<file path="src/rtl/inst_fetch_queue.sv">
// Instruction prefetch queue: fetches aligned 32-bit words from instruction
// memory, buffers them as halfwords in a circular queue and hands decode one
// RV32C or RV32I instruction per cycle, including words-spanning 32-bit ones.
// Redirects flush the queue and restart fetch; stale responses are dropped.
module inst_fetch_queue #(
    parameter int              AW       = 32,
    parameter int              DEPTH    = 8,
    parameter logic [AW-1:0]   RESET_PC = '0
) (
    input  logic                          clk,
    input  logic                          rst,
    output logic                          mem_req,
    output logic [AW-1:0]                 mem_addr,
    input  logic                          mem_ack,
    input  logic [31:0]                   mem_rdata,
    input  logic                          redirect_valid,
    input  logic [AW-1:0]                 redirect_pc,
    output logic                          inst_valid,
    input  logic                          inst_ready,
    output logic [31:0]                   inst_out,
    output logic [AW-1:0]                 inst_pc,
    output logic                          inst_is_c,
    output logic [$clog2(DEPTH+1)-1:0]    q_count
);
    localparam int PW = $clog2(DEPTH);
    localparam int CW = $clog2(DEPTH + 1);
    localparam logic [AW-1:0] RESET_FETCH = {RESET_PC[AW-1:2], 2'b00};

    typedef enum logic [1:0] {
        RUN   = 2'd0,
        WAIT  = 2'd1,
        DRAIN = 2'd2
    } state_t;

    state_t         state;
    state_t         state_next;

    logic [15:0]    queue [DEPTH];
    logic [PW-1:0]  head;
    logic [PW-1:0]  tail;
    logic [CW-1:0]  count;
    logic [AW-1:0]  fetch_addr;
    logic [AW-1:0]  req_addr;
    logic           skip;

    logic [15:0]    h0;
    logic [15:0]    h1;
    logic           head_c;
    logic           room;
    logic           accept;
    logic           fire;
    logic [CW-1:0]  push_n;
    logic [CW-1:0]  pop_n;

    // Head halfwords; the queue depth is a power of two so head+1 wraps for free.
    assign h0      = queue[head];
    assign h1      = queue[head + PW'(1)];
    assign head_c  = (h0[1:0] != 2'b11);
    assign room    = (count <= CW'(DEPTH - 2));
    assign fire    = inst_valid & inst_ready;
    assign push_n  = accept ? (skip ? CW'(1) : CW'(2)) : '0;
    assign pop_n   = fire ? (head_c ? CW'(1) : CW'(2)) : '0;
    assign q_count = count;

    // Fetch FSM next-state and memory handshake outputs.
    always_comb begin
        state_next = state;
        mem_req    = 1'b0;
        mem_addr   = fetch_addr;
        accept     = 1'b0;
        case (state)
            RUN: begin
                // Only issue when a full word is guaranteed to fit on return.
                mem_req = room;
                accept  = room & mem_ack;
                if (room && !mem_ack) begin
                    state_next = WAIT;
                end
            end
            WAIT: begin
                mem_req  = 1'b1;
                mem_addr = req_addr;
                accept   = mem_ack;
                if (mem_ack) begin
                    state_next = RUN;
                end
            end
            DRAIN: begin
                mem_req  = 1'b1;
                mem_addr = req_addr;
                if (mem_ack) begin
                    state_next = RUN;
                end
            end
            default: state_next = RUN;
        endcase
        if (redirect_valid) begin
            // Any response this cycle belongs to the old stream.
            accept     = 1'b0;
            state_next = (mem_req && !mem_ack) ? DRAIN : RUN;
        end
        if (rst) begin
            mem_req = 1'b0;
        end
    end

    // Decode view of the queue head.
    always_comb begin
        inst_out   = '0;
        inst_is_c  = 1'b0;
        inst_valid = 1'b0;
        if (count != '0) begin
            inst_is_c  = head_c;
            inst_out   = head_c ? {16'h0000, h0} : {h1, h0};
            inst_valid = !redirect_valid && (head_c || count >= CW'(2));
        end
    end

    // Control state: FSM, pointers, occupancy, fetch/decode PCs and skip flag.
    always_ff @(posedge clk or posedge rst) begin
        if (rst) begin
            state      <= RUN;
            head       <= '0;
            tail       <= '0;
            count      <= '0;
            fetch_addr <= RESET_FETCH;
            req_addr   <= RESET_FETCH;
            inst_pc    <= RESET_PC;
            skip       <= RESET_PC[1];
        end else begin
            state <= state_next;
            // Captures the address being requested so it survives a redirect.
            if (state == RUN) begin
                req_addr <= fetch_addr;
            end
            if (redirect_valid) begin
                head       <= '0;
                tail       <= '0;
                count      <= '0;
                inst_pc    <= redirect_pc;
                fetch_addr <= {redirect_pc[AW-1:2], 2'b00};
                skip       <= redirect_pc[1];
            end else begin
                head  <= head + PW'(pop_n);
                tail  <= tail + PW'(push_n);
                count <= count + push_n - pop_n;
                if (fire) begin
                    inst_pc <= inst_pc + (head_c ? AW'(2) : AW'(4));
                end
                if (accept) begin
                    fetch_addr <= fetch_addr + AW'(4);
                    skip       <= 1'b0;
                end
            end
        end
    end

    // Halfword storage; an unaligned restart drops the lower half of the first word.
    always_ff @(posedge clk) begin
        if (accept) begin
            if (skip) begin
                queue[tail] <= mem_rdata[31:16];
            end else begin
                queue[tail]          <= mem_rdata[15:0];
                queue[tail + PW'(1)] <= mem_rdata[31:16];
            end
        end
    end

endmodule

</file>
<file path="config.mk">
export PLATFORM = sky130hd
export DESIGN_NAME = inst_fetch_queue
export DESIGN_NICKNAME = d
export VERILOG_FILES = /design/src/rtl/inst_fetch_queue.sv
export SDC_FILE = /design/constraint.sdc
export NUM_CORES = 1
export LEC_CHECK = 0
export CAP_MARGIN = 20
export CORE_ASPECT_RATIO = 0.6
export CORE_MARGIN = 10
export CORE_UTILIZATION = 51
export CTS_CLUSTER_SIZE = 14
export DETAILED_ROUTE_END_ITERATION = 6
export PLACE_DENSITY = 0.77
export SYNTH_ARGS = -nofsm -noshare
export SYNTH_HDL_FRONTEND = slang
export SYNTH_SLANG_ARGS = --single-unit
</file>
<file path="constraint.sdc">
create_clock -name clk -period 3.5 [get_ports clk]
set_input_delay 0.7 -clock clk [delete_from_list [all_inputs] [get_ports clk]]
set_output_delay 0.7 -clock clk [all_outputs]
set_load 0.1 [all_outputs]
</file>
# == Word level (Yosys, flattened, before mapping) ==
# Memory sizes are Yosys's and may differ from the RTL's.
# Cells that the tools add are included.
# W data, S select, Z words.
# word_totals
reg_bits,109
wordCells,74
memories,1
mem_bits_rw,128
input_bits,69
out_inout_bits,103
# memory_table
memory,words,width,rd,rd_ports_with_merged_regs,wr,line,text
queue,8,16,2,0,2,38,logic [15:0] queue [DEPTH];
# classes
muxes,35
reduce_logical,12
n_bitwise,3
n_eq_ne,5
n_addsub,8
order_cmp,2
# op_table
cell,n
$mux W32,7
$add A32 B3 Y32,1
$add A32 B3 Y32 const B,1
$mux W16,1
$mux W2,8
$mux W1,12
$mux W3,3
$add A3 B1 Y3 const B,2
$add A3 B2 Y3,2
$add A4 B2 Y4,1
$ge A4 B2 Y1 const B,1
$le A4 B3 Y1 const B,1
$mux W4,1
$pmux W1 S2,2
$pmux W2 S2,1
$reduce_bool A2 Y1,2
$reduce_bool A4 Y1,1
$sub A4 B2 Y4,1
$logic_and A1 B1 Y1,3
$ne A3 B1 Y1 const B,1
$ne A3 B3 Y1 const B,1
$and A1 B1 Y1,2
$eq A2 B1 Y1 const B,1
$eq A2 B2 Y1 const B,1
other kinds (7),8

# == Depth between registers and ports, before layout ==
# Gate-level depths: netlist (run 1).
# An unclocked memory read counts as a cell.
# logic_depth
depth_word,9
depth_mapped,14
mapped_depth_nobuf,13

# == Worst setup path before layout (run 1) ==
# Ideal clock, no wire load.
# synth_path
path_type,reg2out
startpoint,register count[2] (netlist: q_count[2])
endpoint,output port inst_out[21]
path_buffers,3
t_arrival_ns,3.981
stages_incl_launch_ff,10
t_required_ns,2.800
path_slack_ns,-1.181
path_cell_list,dfrtp_1 inv_1 ha_1 nand2b_1 clkbuf_1 nor2_1 or3_1 clkbuf_1 buf_2 a21oi_1
# synth_between
elab_chain_cells,2
# synth_rtl
element,line,text
"start, declared",41,logic [CW-1:0] count;
"start signal, assigned",146,count <= count + push_n - pop_n;
$reduce_bool A4 Y1,112,if (count != '0) begin
$mux W32,112,
"end, declared",20,"output logic [31:0] inst_out,"
# No other way between the ends.

# == Final worst setup path (run 1) ==
# layout_path
startpoint,register head[0]
endpoint,output port inst_out[28]
# layout_between
elab_chain_cells,4
word_cells_on_any_way,5
cone_classes,add/sub (1); eq/ne (1); mux (2); memory (1)
# layout_rtl
element,line,text
"start, declared",39,logic [PW-1:0] head;
"start signal, assigned",144,head <= head + PW'(pop_n);
$add A3 B1 Y3 or $mem_v2 Z8 W16 (tied branches),n/a,
$mem_v2 Z8 W16 *,n/a,
$mux W32 *,114,"inst_out = head_c ? {16'h0000, h0} : {h1, h0};"
$mux W32 *,112,
# Every way passes the cells marked *; elsewhere a longest branch is shown, timed or not.

==> metrics, run 1 <==
kind of critical path=flip-flop to primary output; asr flop ratio synth=45.1%; Finish-stage setup viols=0; critical path arrival=2.70 ns; Die Ht=149 um; total global routing overflow=0; clk sink count=233; met2 Use GR=36.1%; first-pass GRT wire length=66400 um; startpoint class of the critical path=flip-flop; PnR Total Power=16.2 mW; total power divided by cell area=903 nW/um^2; setup_tns=0 ns; maximum VDD drop=0.738 mV; EDFF count, synth=128; Worst-Skew Late Latency=0.52 ns; post-CTS setup buffers=0; DR WL/cell=25.8 um; R2R Setup Slk=0.21 ns; FP Rows=47; drt drc=0; die width=235 um; Clk pin slew, worst setup/hold paths=0.06 ns; gr usage total=24.1%; Cell variety after synth=68; status=finished clean; r2r startpoint=head[0]; Leak Pwr=6.38 nW; Routability Congestion=0.973; fill cell count=2071; critical path peak fanout=8; Via-to-Cell Ratio=6.45; Warnings, synthesis=0; clk_skew=0.0129 ns; final period utilization=97.2%; DP Area=17100 um^2; ANT nets after route=0; met3 usage=4.84%; fin nets=1396; Iteration-0 DRC Markers=1399; area of the multi-input gates=7400 um^2; worst slew pin tran=1.06 ns; Port Buffers=169; GR Util met1=35.2%; Post-Layout Inst Area=18000 um^2; Pre-Repair DR Iteration Count=7; Area contributors post-synth=edfxtp_1 (27%), dfrtp_1 (19%), mux2_2 (15%); H-tree depth=1; r2r endpoint=q_count[3]; clk buf depth=3; fin crit period=3.40 ns; routed vias=10900; layer with the highest usage=met2; synthesized area=14100 um^2; root buffer cell=clkbuf_16; core area=27400 um^2; #FFs+latches synth=233; Mean Syn Cell Area=12.4 um^2; register area=6480 um^2; Post-CTS Hold Buffers=0; top_reg_cell synth=edfxtp_1; cell count of the worst reg-to-reg path=10; CTS Buf Count=24; CTS tree=done; register area share after synthesis=45.8%; Worst setup EP type=primary output; fmax=294 MHz; top-area cell type share of the netlist area=27.2%; Req. time, crit path=2.80 ns; detailed-route wire length=43600 um; cell taking the most area after synthesis=edfxtp_1; vias in the first global route=10700; Die Area=35000 um^2; Initial Util=51.5%; Layout area overhead=27.2%; critical path endpoint=inst_out[28]; IO Pins=172; largest net degree at the start of global routing=55; CP startpoint=head[0]; initial antenna violation count=3; Synth Instances=1141; RSZ-0062 raised after global routing=false; Max-slew headroom=29.1%; Slew Limit Fails=0; post-DP HPWL=30800 um; final hold vios=0; share of layout cells above drive strength 1=38.3%; Hold Path Class=flip-flop to flip-flop; Max Cap Viol=0
## placed cells by master, fill, tap and decap left out, drive strengths merged, types with 4 or more instances in the layout
cell type / count
a211oi: 43
o211ai: 4
a31oi: 6
and4: 17
nand4: 16
buf: 155
clkbuf: 35
mux4: 64
nand3: 29
and2: 6
nand2b: 7
nand2: 62
o31ai: 7
ha: 16
and3: 12
mux2i: 20
clkinv: 6
inv: 32
dfrtp: 105
mux2: 192
o21ai: 16
nor3: 27
a211o: 5
a21oi: 34
clkdlybuf4s50: 69
fa: 5
nor2b: 9
a21o: 11
a2111oi: 17
nor2: 88
o21a: 5
a21boi: 6
xnor2: 16
xor2: 7
nor4: 16
edfxtp: 128
## per-layer routing
layer,part of all wire (%),vias up
li1,-,4733
met1,43,5525
met2,45,586
met3,9.7,70
met4,2.1,0
met5,0,-
## synthesized netlist by cell type (18+ instances only)
master	number
inv_1	31
a21oi_1	34
nor2_1	88
clkbuf_1	44
edfxtp_1	128
dfrtp_1	105
mux2i_1	18
buf_2	25
nor3_1	27
mux2_2	187
nand2_1	62
nand3_1	29
a211oi_1	35
mux4_2	64
## logic make-up (layout without fill, tap and decap cells)
group / after synthesis / count (layout) / share of synthesized area [%]
simple gates: 300 / 300 / 10.7
mux: 276 / 276 / 27.1
flops: 233 / 233 / 45.8
compound gates: 170 / 170 / 9.27
buf+inv: 117 / 298 / 3.55
xor+xnor: 23 / 23 / 1.43
fa+ha+maj: 21 / 21 / 2.13
other cells: 1 / 4 / 0.0266
## flip-flops by register name (all words and copies together) (netlist names)
register	cells
fetch_addr	30
state	2
queue	128
head	3
q_count	4
tail	3
req_addr	30
skip	1
inst_pc	32
## worst max-delay path, stage by stage (launching register included)
cell,delay (ns)
dfrtp_4,0.54
mux4_2,0.39
mux2i_4,0.08
buf_4,0.17
or3_4,0.45
buf_12,0.19
a21oi_4,0.15
buf_12,0.19
## power breakdown
| part | internal [mW] | switching [mW] | total, mW |
|---|---|---|---|
| logic | 3.58 | 6.34 | 9.92 |
| clock network | 1.49 | 1.10 | 2.59 |
| registers | 3.36 | 0.351 | 3.71 |
## repair_timing
item	4_1_cts	5_1_grt
resized for setup	4	4
setup endpoints to repair	16	20
cloned	1	0
pin swaps	0	1
## metrics by stage
stage / utilization (%) / std cells / hold slack [ns] / worst slack [ns]
detailed placement: 62.5 / 1646 / 0.492 / 0.249
global placement: 62.5 / 1646 / 0.484 / 0.340
CTS: 65.5 / 1690 / 0.506 / 0.0199
global route: 65.5 / 1692 / 0.515 / 0.0380
floorplan: - / 1142 / 0.475 / -0.200
finish: 65.5 / 1692 / 0.500 / 0.0990
## final cells by class
cell class | count | area share [%]
Antenna cell | 2 | 0.0279
Clock buffer | 35 | 3.99
Clock inverter | 8 | 0.355
Inverter | 31 | 0.662
Multi-Input combinational cell | 792 | 41.2
Sequential cell | 233 | 36.1
Tap cell | 367 | 2.56
Timing Repair Buffer | 224 | 15.1
## worst min path at each step
stage                  from            to  slack, ns  cells past startpoint
3_3_place_gp   req_addr[14]  req_addr[14]       0.48                      1
4_1_cts         req_addr[5]   req_addr[5]       0.51                      1
2_1_floorplan  req_addr[31]  req_addr[31]       0.47                      1
3_5_place_dp   req_addr[22]  req_addr[22]       0.49                      1
6_report       req_addr[13]  req_addr[13]       0.50                      1
5_1_grt         req_addr[3]   req_addr[3]       0.51                      1
No activity file was read; power rests on OpenSTA's default activity.
==> run 2, diff against run 1 <==
--- a/config.mk
+++ b/config.mk
@@ -8,10 +8,10 @@
 export CAP_MARGIN = 20
 export CORE_ASPECT_RATIO = 0.6
 export CORE_MARGIN = 10
-export CORE_UTILIZATION = 51
+export CORE_UTILIZATION = 35
 export CTS_CLUSTER_SIZE = 14
 export DETAILED_ROUTE_END_ITERATION = 6
-export PLACE_DENSITY = 0.77
+export SLEW_MARGIN = 40
 export SYNTH_ARGS = -nofsm -noshare
 export SYNTH_HDL_FRONTEND = slang
 export SYNTH_SLANG_ARGS = --single-unit
==> run 2 against run 1 <==
  * Core utilization shrank 19 points
  * Non-clock buffer count shrank 6
  * Clock skew grew 0.0096 ns
  * Critical path type unchanged
  * Design area increased by 1.7%
  * Setup slack got worse by 0.011 ns
  * Die area rose by 40%
  * Sequential power is essentially flat
  * Clock-buffer cell count up 6
  * Critical path depth unchanged
==> metrics, run 2 (synthesized netlist as in run 1, its figures left out) <==
Largest Register=queue (unchanged); IO Pins=172 (unchanged); Post-Layout Inst Area=18300 um^2 (was 18000 um^2); cell count of the worst reg-to-reg path=9 (was 10); CTS Buf Count=26 (was 24); critical path endpoint=inst_out[31] (was inst_out[28]); initial antenna violation count=2 (was 3); worst setup margin=0.0876 ns (was 0.0990 ns); detailed-route wire length=44900 um (was 43600 um); DR WL/cell=24.4 um (was 25.8 um); vias in the first global route=10400 (was 10700); Post-CTS Hold Buffers=0 (unchanged); core area=39400 um^2 (was 27400 um^2); Port Buffers=169 (unchanged); Finish-stage setup viols=0 (unchanged); Clk pin slew, worst setup/hold paths=0.06 ns (about the same); fmax=293 MHz (was 294 MHz); DP Area=17300 um^2 (was 17100 um^2); Worst setup EP type=primary output (unchanged); root buffer cell=clkbuf_16 (unchanged); r2r endpoint=inst_pc[20] (was q_count[3]); final period utilization=97.5% (was 97.2%); ANT nets after route=0 (unchanged); Layout area overhead=29.3% (was 27.2%); Iteration-0 DRC Markers=1049 (was 1399); Stages on worst setup path=7 (unchanged); Initial Util=35.8% (was 51.5%); fin nets=1392 (was 1396); Req. time, crit path=2.80 ns (about the same); CTS tree=done (unchanged); gr usage total=17.9% (was 24.1%); CP most frequent cell=buf_12 (unchanged); fin crit period=3.41 ns (was 3.40 ns); Die Ht=176 um (was 149 um); worst hold slack=0.500 ns (about the same); share of layout cells above drive strength 1=38.8% (was 38.3%); worst slew pin tran=0.747 ns (was 1.06 ns); Leak Pwr=6.43 nW (was 6.38 nW); Place WS=0.288 ns (was 0.249 ns); ANT cells=0 (was 2); H-tree depth=1 (unchanged); clk buf depth=3 (unchanged); critical path arrival=2.71 ns (was 2.70 ns); critical path's slowest cell=dfrtp_4 (unchanged); CP startpoint=head[0] (unchanged); final hold vios=0 (unchanged); critical path cell sequence=mux4_2, mux2i_4, buf_4, or3_4, buf_12, a21oi_4, buf_12 (unchanged); total global routing overflow=0 (unchanged); Worst path max stage delay=0.54 ns (about the same); commonest cells after routing, fill and taps aside=mux2_2 (187), edfxtp_1 (128), dfrtp_1 (101), buf_4 (77), nor2_1 (72) (was mux2_2 (187), edfxtp_1 (128), dfrtp_1 (101), buf_4 (85), nor2_1 (73)); Buf/Inv on CP=3 (unchanged); die width=279 um (was 235 um); total power divided by cell area=911 nW/um^2 (was 903 nW/um^2); routed vias=10500 (was 10900); Worst-Skew Late Latency=0.55 ns (was 0.52 ns); clk_skew=0.0225 ns (was 0.0129 ns); Pre-Repair DR Iteration Count=6 (was 7); drt drc=0 (unchanged); Max-slew headroom=49.8% (was 29.1%); most common cell after layout, fill and taps aside=mux2_2 (unchanged); status=finished clean (unchanged); Top delay family on crit path=flip-flops (was buffers and inverters); Die Area=49000 um^2 (was 35000 um^2); post-DP HPWL=31700 um (was 30800 um); Via-to-Cell Ratio=5.70 (was 6.45); PnR Total Power=16.6 mW (was 16.2 mW); critical path peak fanout=8 (unchanged); FP Rows=56 (was 47); Hold Path Class=flip-flop to flip-flop (unchanged); Slew Limit Fails=0 (unchanged); r2r startpoint=head[0] (unchanged); startpoint class of the critical path=flip-flop (unchanged); Max Cap Viol=0 (unchanged); first-pass GRT wire length=67500 um (was 66400 um); R2R Setup Slk=0.31 ns (was 0.21 ns); top flop regs=queue (128), inst_pc (32) (unchanged); largest net degree at the start of global routing=62 (was 55); maximum VDD drop=1.10 mV (was 0.738 mV); clk sink count=233 (unchanged); kind of critical path=flip-flop to primary output (unchanged); Routability Congestion=0.873 (was 0.973); max reg flops=128 (unchanged); RSZ-0062 raised after global routing=false (unchanged)
-- run 2: worst register-to-register path, cell delays in order, from the launching register on --
cell	delay, ns
dfrtp_4	0.50
mux4_2	0.55
mux2i_4	0.21
nor2_2	0.12
ha_1	0.29
a21oi_1	0.11
nor2_1	0.30
nand4_1	0.34
a2111oi_0	0.50
a221oi_1	0.09
-- run 2: cell type report --
class / instances / area (um^2)
well taps: 522 / 653
multi-input cells: 792 / 7390
flip-flops and latches: 233 / 6480
inverters: 31 / 119
fillers: 3525 / 21200
clock buffers: 41 / 836
clock inverters: 6 / 105
repair buffers: 218 / 2670
-- run 2: power breakdown --
group | total (mW) | leakage, nW | internal [mW] | switching, mW
Combinational | 9.92 | 3.59 | 3.56 | 6.36
Clock | 3.02 | 0.464 | 1.85 | 1.16
Sequential | 3.70 | 2.38 | 3.36 | 0.344
-- run 2: layer usage --
layer  routed length [um]  track usage [%]
met1                20600             25.7
met2                20800             28.0
met3                 2730             3.04
met4                  729             3.50
met5                    8                0
-- run 2: metrics by stage --
stage               utilization [%]  setup TNS (ns)  std cells
floorplan                         -           -2.26       1142
global placement               43.8               0       1795
detailed placement             43.7               0       1795
CTS                            46.2               0       1843
global route                   46.3               0       1843
finish                         46.3               0       1843
-- run 2: timing repair --
| action | in CTS | in global routing |
|---|---|---|
| cloned | 1 | 0 |
| endpoints found under the setup margin | 16 | 20 |
| buffers inserted | 0 | 0 |
| pin swaps | 0 | 1 |
| gates resized for setup | 5 | 5 |
-- run 2: worst min-delay path by stage --
stage          cells after the start            to         start
4_1_cts                            1  req_addr[18]  req_addr[18]
3_5_place_dp                       1  req_addr[14]  req_addr[14]
5_1_grt                            1  req_addr[23]  req_addr[23]
6_report                           1  req_addr[10]  req_addr[10]
2_1_floorplan                      1  req_addr[31]  req_addr[31]
3_3_place_gp                       1  req_addr[17]  req_addr[17]
==> run 3, diff against run 2 <==
--- a/config.mk
+++ b/config.mk
@@ -9,8 +9,10 @@
 export CORE_ASPECT_RATIO = 0.6
 export CORE_MARGIN = 10
 export CORE_UTILIZATION = 35
+export CTS_CLUSTER_DIAMETER = 100
 export CTS_CLUSTER_SIZE = 14
 export DETAILED_ROUTE_END_ITERATION = 6
+export PLACE_DENSITY_LB_ADDON = 0.2
 export SLEW_MARGIN = 40
 export SYNTH_ARGS = -nofsm -noshare
 export SYNTH_HDL_FRONTEND = slang
==> run 3 against run 2 <==
  * Setup slack improved by 0.0078 ns
  * Combinational power barely moved
  * Design area fell by 1.3%
  * Clock power fell by 28%
  * Hold slack got worse by 0.058 ns
  * Die area did not move
  * Register-to-register slack barely moved
  * Final cell count fell by 0.16%
  * Core utilization fell by 0.62 points
  * Via count rose by 0.46%
==> metrics, run 3 (synthesized netlist as in run 1, its figures left out) <==
startpoint class of the critical path=flip-flop (unchanged); clk buf depth=3 (unchanged); Finish-stage setup viols=0 (unchanged); total power divided by cell area=881 nW/um^2 (was 911 nW/um^2); vias in the first global route=10500 (was 10400); Initial Util=35.8% (unchanged); post-DP HPWL=32700 um (was 31700 um); Sw Ratio=49.1% (was 47.3%); CTS Buf Count=20 (was 26); cell count of the worst reg-to-reg path=10 (was 9); r2r startpoint=head[0] (unchanged); clk sink count=233 (unchanged); Port Buffers=169 (unchanged); Post-Layout Inst Area=18000 um^2 (was 18300 um^2); fin crit period=3.40 ns (was 3.41 ns); Worst path max stage delay=0.59 ns (was 0.54 ns); CP startpoint=head[0] (unchanged); Die Area=49000 um^2 (unchanged); R2R Setup Slk=0.31 ns (about the same); setup_tns=0 ns (unchanged); Post-CTS Hold Buffers=0 (unchanged); r2r endpoint=inst_pc[9] (was inst_pc[20]); maximum VDD drop=0.861 mV (was 1.10 mV); H-tree depth=1 (unchanged); gr usage total=18.2% (was 17.9%); status=finished clean (unchanged); DP Area=17300 um^2 (about the same); routed vias=10500 (about the same); die width=279 um (unchanged); initial antenna violation count=3 (was 2); Via-to-Cell Ratio=5.73 (was 5.70); root buffer cell=clkbuf_16 (unchanged); Routability Congestion=0.892 (was 0.873); combinational power share=63.1% (was 59.6%); Power Internal=8.08 mW (was 8.77 mW); Worst setup EP type=primary output (unchanged); Pre-Repair DR Iteration Count=5 (was 6); largest net degree at the start of global routing=61 (was 62); Worst-Skew Late Latency=0.52 ns (was 0.55 ns); ANT nets after route=0 (unchanged); top flop regs=queue (128), inst_pc (32) (unchanged); RSZ-0062 raised after global routing=false (unchanged); total global routing overflow=0 (unchanged); fmax=294 MHz (was 293 MHz); detailed-route wire length=46100 um (was 44900 um); Iteration-0 DRC Markers=977 (was 1049); critical path peak fanout=20 (was 8); most common cell after layout, fill and taps aside=mux2_2 (unchanged); first-pass GRT wire length=68900 um (was 67500 um); Switch Pwr=7.79 mW (was 7.86 mW); worst slew pin tran=0.682 ns (was 0.747 ns); Flop pwr share=23.3% (was 22.2%); Slew Limit Fails=0 (unchanged); commonest cells after routing, fill and taps aside=mux2_2 (187), edfxtp_1 (128), dfrtp_1 (101), buf_4 (86), nor2_1 (73) (was mux2_2 (187), edfxtp_1 (128), dfrtp_1 (101), buf_4 (77), nor2_1 (72)); Max-slew headroom=54.3% (was 49.8%); critical path endpoint=inst_out[20] (was inst_out[31]); PnR Total Power=15.9 mW (was 16.6 mW); Clk pin slew, worst setup/hold paths=0.07 ns (was 0.06 ns); critical path's slowest cell=mux4_2 (was dfrtp_4); FP Rows=56 (unchanged); max reg flops=128 (unchanged); Hold Path Class=input pin to flip-flop (was flip-flop to flip-flop); critical path cell sequence=ha_2, buf_6, mux4_2, nand2_1, a21oi_4, buf_12 (was mux4_2, mux2i_4, buf_4, or3_4, buf_12, a21oi_4, buf_12); CTS tree=done (unchanged); core area=39400 um^2 (unchanged); fin nets=1396 (was 1392); Max Cap Viol=0 (unchanged); kind of critical path=flip-flop to primary output (unchanged); Layout area overhead=27.6% (was 29.3%); Worst Hold Path Cells=2 (was 1); fill cell count=3527 (was 3525); share of layout cells above drive strength 1=38.3% (was 38.8%); drt drc=0 (unchanged); clock network fraction of total power=13.6% (was 18.1%); IO Pins=172 (unchanged); Largest Register=queue (unchanged); Req. time, crit path=2.80 ns (about the same); final hold vios=0 (unchanged); Die Ht=176 um (unchanged); final period utilization=97.3% (was 97.5%); critical path arrival=2.70 ns (was 2.71 ns); Leak Pwr=6.31 nW (was 6.43 nW); clk_skew=0.0171 ns (was 0.0225 ns); DR WL/cell=25.1 um (was 24.4 um)
run 3: how the worst min path moves through the flow:
stage                   start            to  slack [ns]
2_1_floorplan    req_addr[31]  req_addr[31]        0.47
3_3_place_gp     req_addr[27]  req_addr[27]        0.48
3_5_place_dp      req_addr[8]   req_addr[8]        0.49
4_1_cts        redirect_valid    q_count[2]        0.42
5_1_grt        redirect_valid    q_count[0]        0.42
6_report       redirect_valid    q_count[3]        0.44
run 3: worst max-delay path: cells and delay by family, from the launching register on:
| kind | cells | cell delay (ns) |
|---|---|---|
| flip-flops | 1 | 0.53 |
| adder cells (fa/ha/maj) | 1 | 0.35 |
| buffers and inverters | 2 | 0.43 |
| AND/OR/NAND/NOR | 1 | 0.17 |
| multiplexers | 1 | 0.59 |
| AO/OA/AOI/OAI | 1 | 0.08 |
run 3: what timing repair did:
action	4_1_cts	5_1_grt
resized for setup	6	3
setup endpoints to repair	16	24
gates cloned	0	2
buffers inserted	2	0
pin swaps	0	0
run 3: power groups by stage:
stage          sequential [mW]  combinational [mW]  clock, mW
3_5_place_dp              3.75                9.94          0
6_report                  3.70                10.0       2.16
3_3_place_gp              3.73                9.92          0
5_1_grt                   3.76                10.4       2.33
2_1_floorplan             4.12                6.22          0
4_1_cts                   3.69                10.0       2.21
run 3: routing by layer:
metal | wire [um] | track usage (%)
met1 | 21800 | 27.5
met2 | 20300 | 26.6
met3 | 3050 | 3.35
met4 | 917 | 3.93
met5 | 8 | 0
run 3: final cells by class:
type	instances	area [um^2]	area share, %
Sequential cell	233	6480	36.0
Tap cell	522	653	3.63
Multi-Input combinational cell	792	7400	41.1
Inverter	31	119	0.660
Antenna cell	1	2.50	0.0139
Clock buffer	32	567	3.15
Timing Repair Buffer	228	2790	15.5
Clock inverter	1	6.26	0.0347
run 3: through the flow:
stage / hold WS (ns) / instances / util [%] / worst slack, ns
4_1_cts: 0.416 / 1837 / 45.5 / 0.00637
2_1_floorplan: 0.475 / 1142 / - / -0.200
3_5_place_dp: 0.490 / 1802 / 44.0 / 0.253
3_3_place_gp: 0.483 / 1802 / 44.0 / 0.286
5_1_grt: 0.418 / 1840 / 45.7 / 0.0121
6_report: 0.442 / 1840 / 45.7 / 0.0954
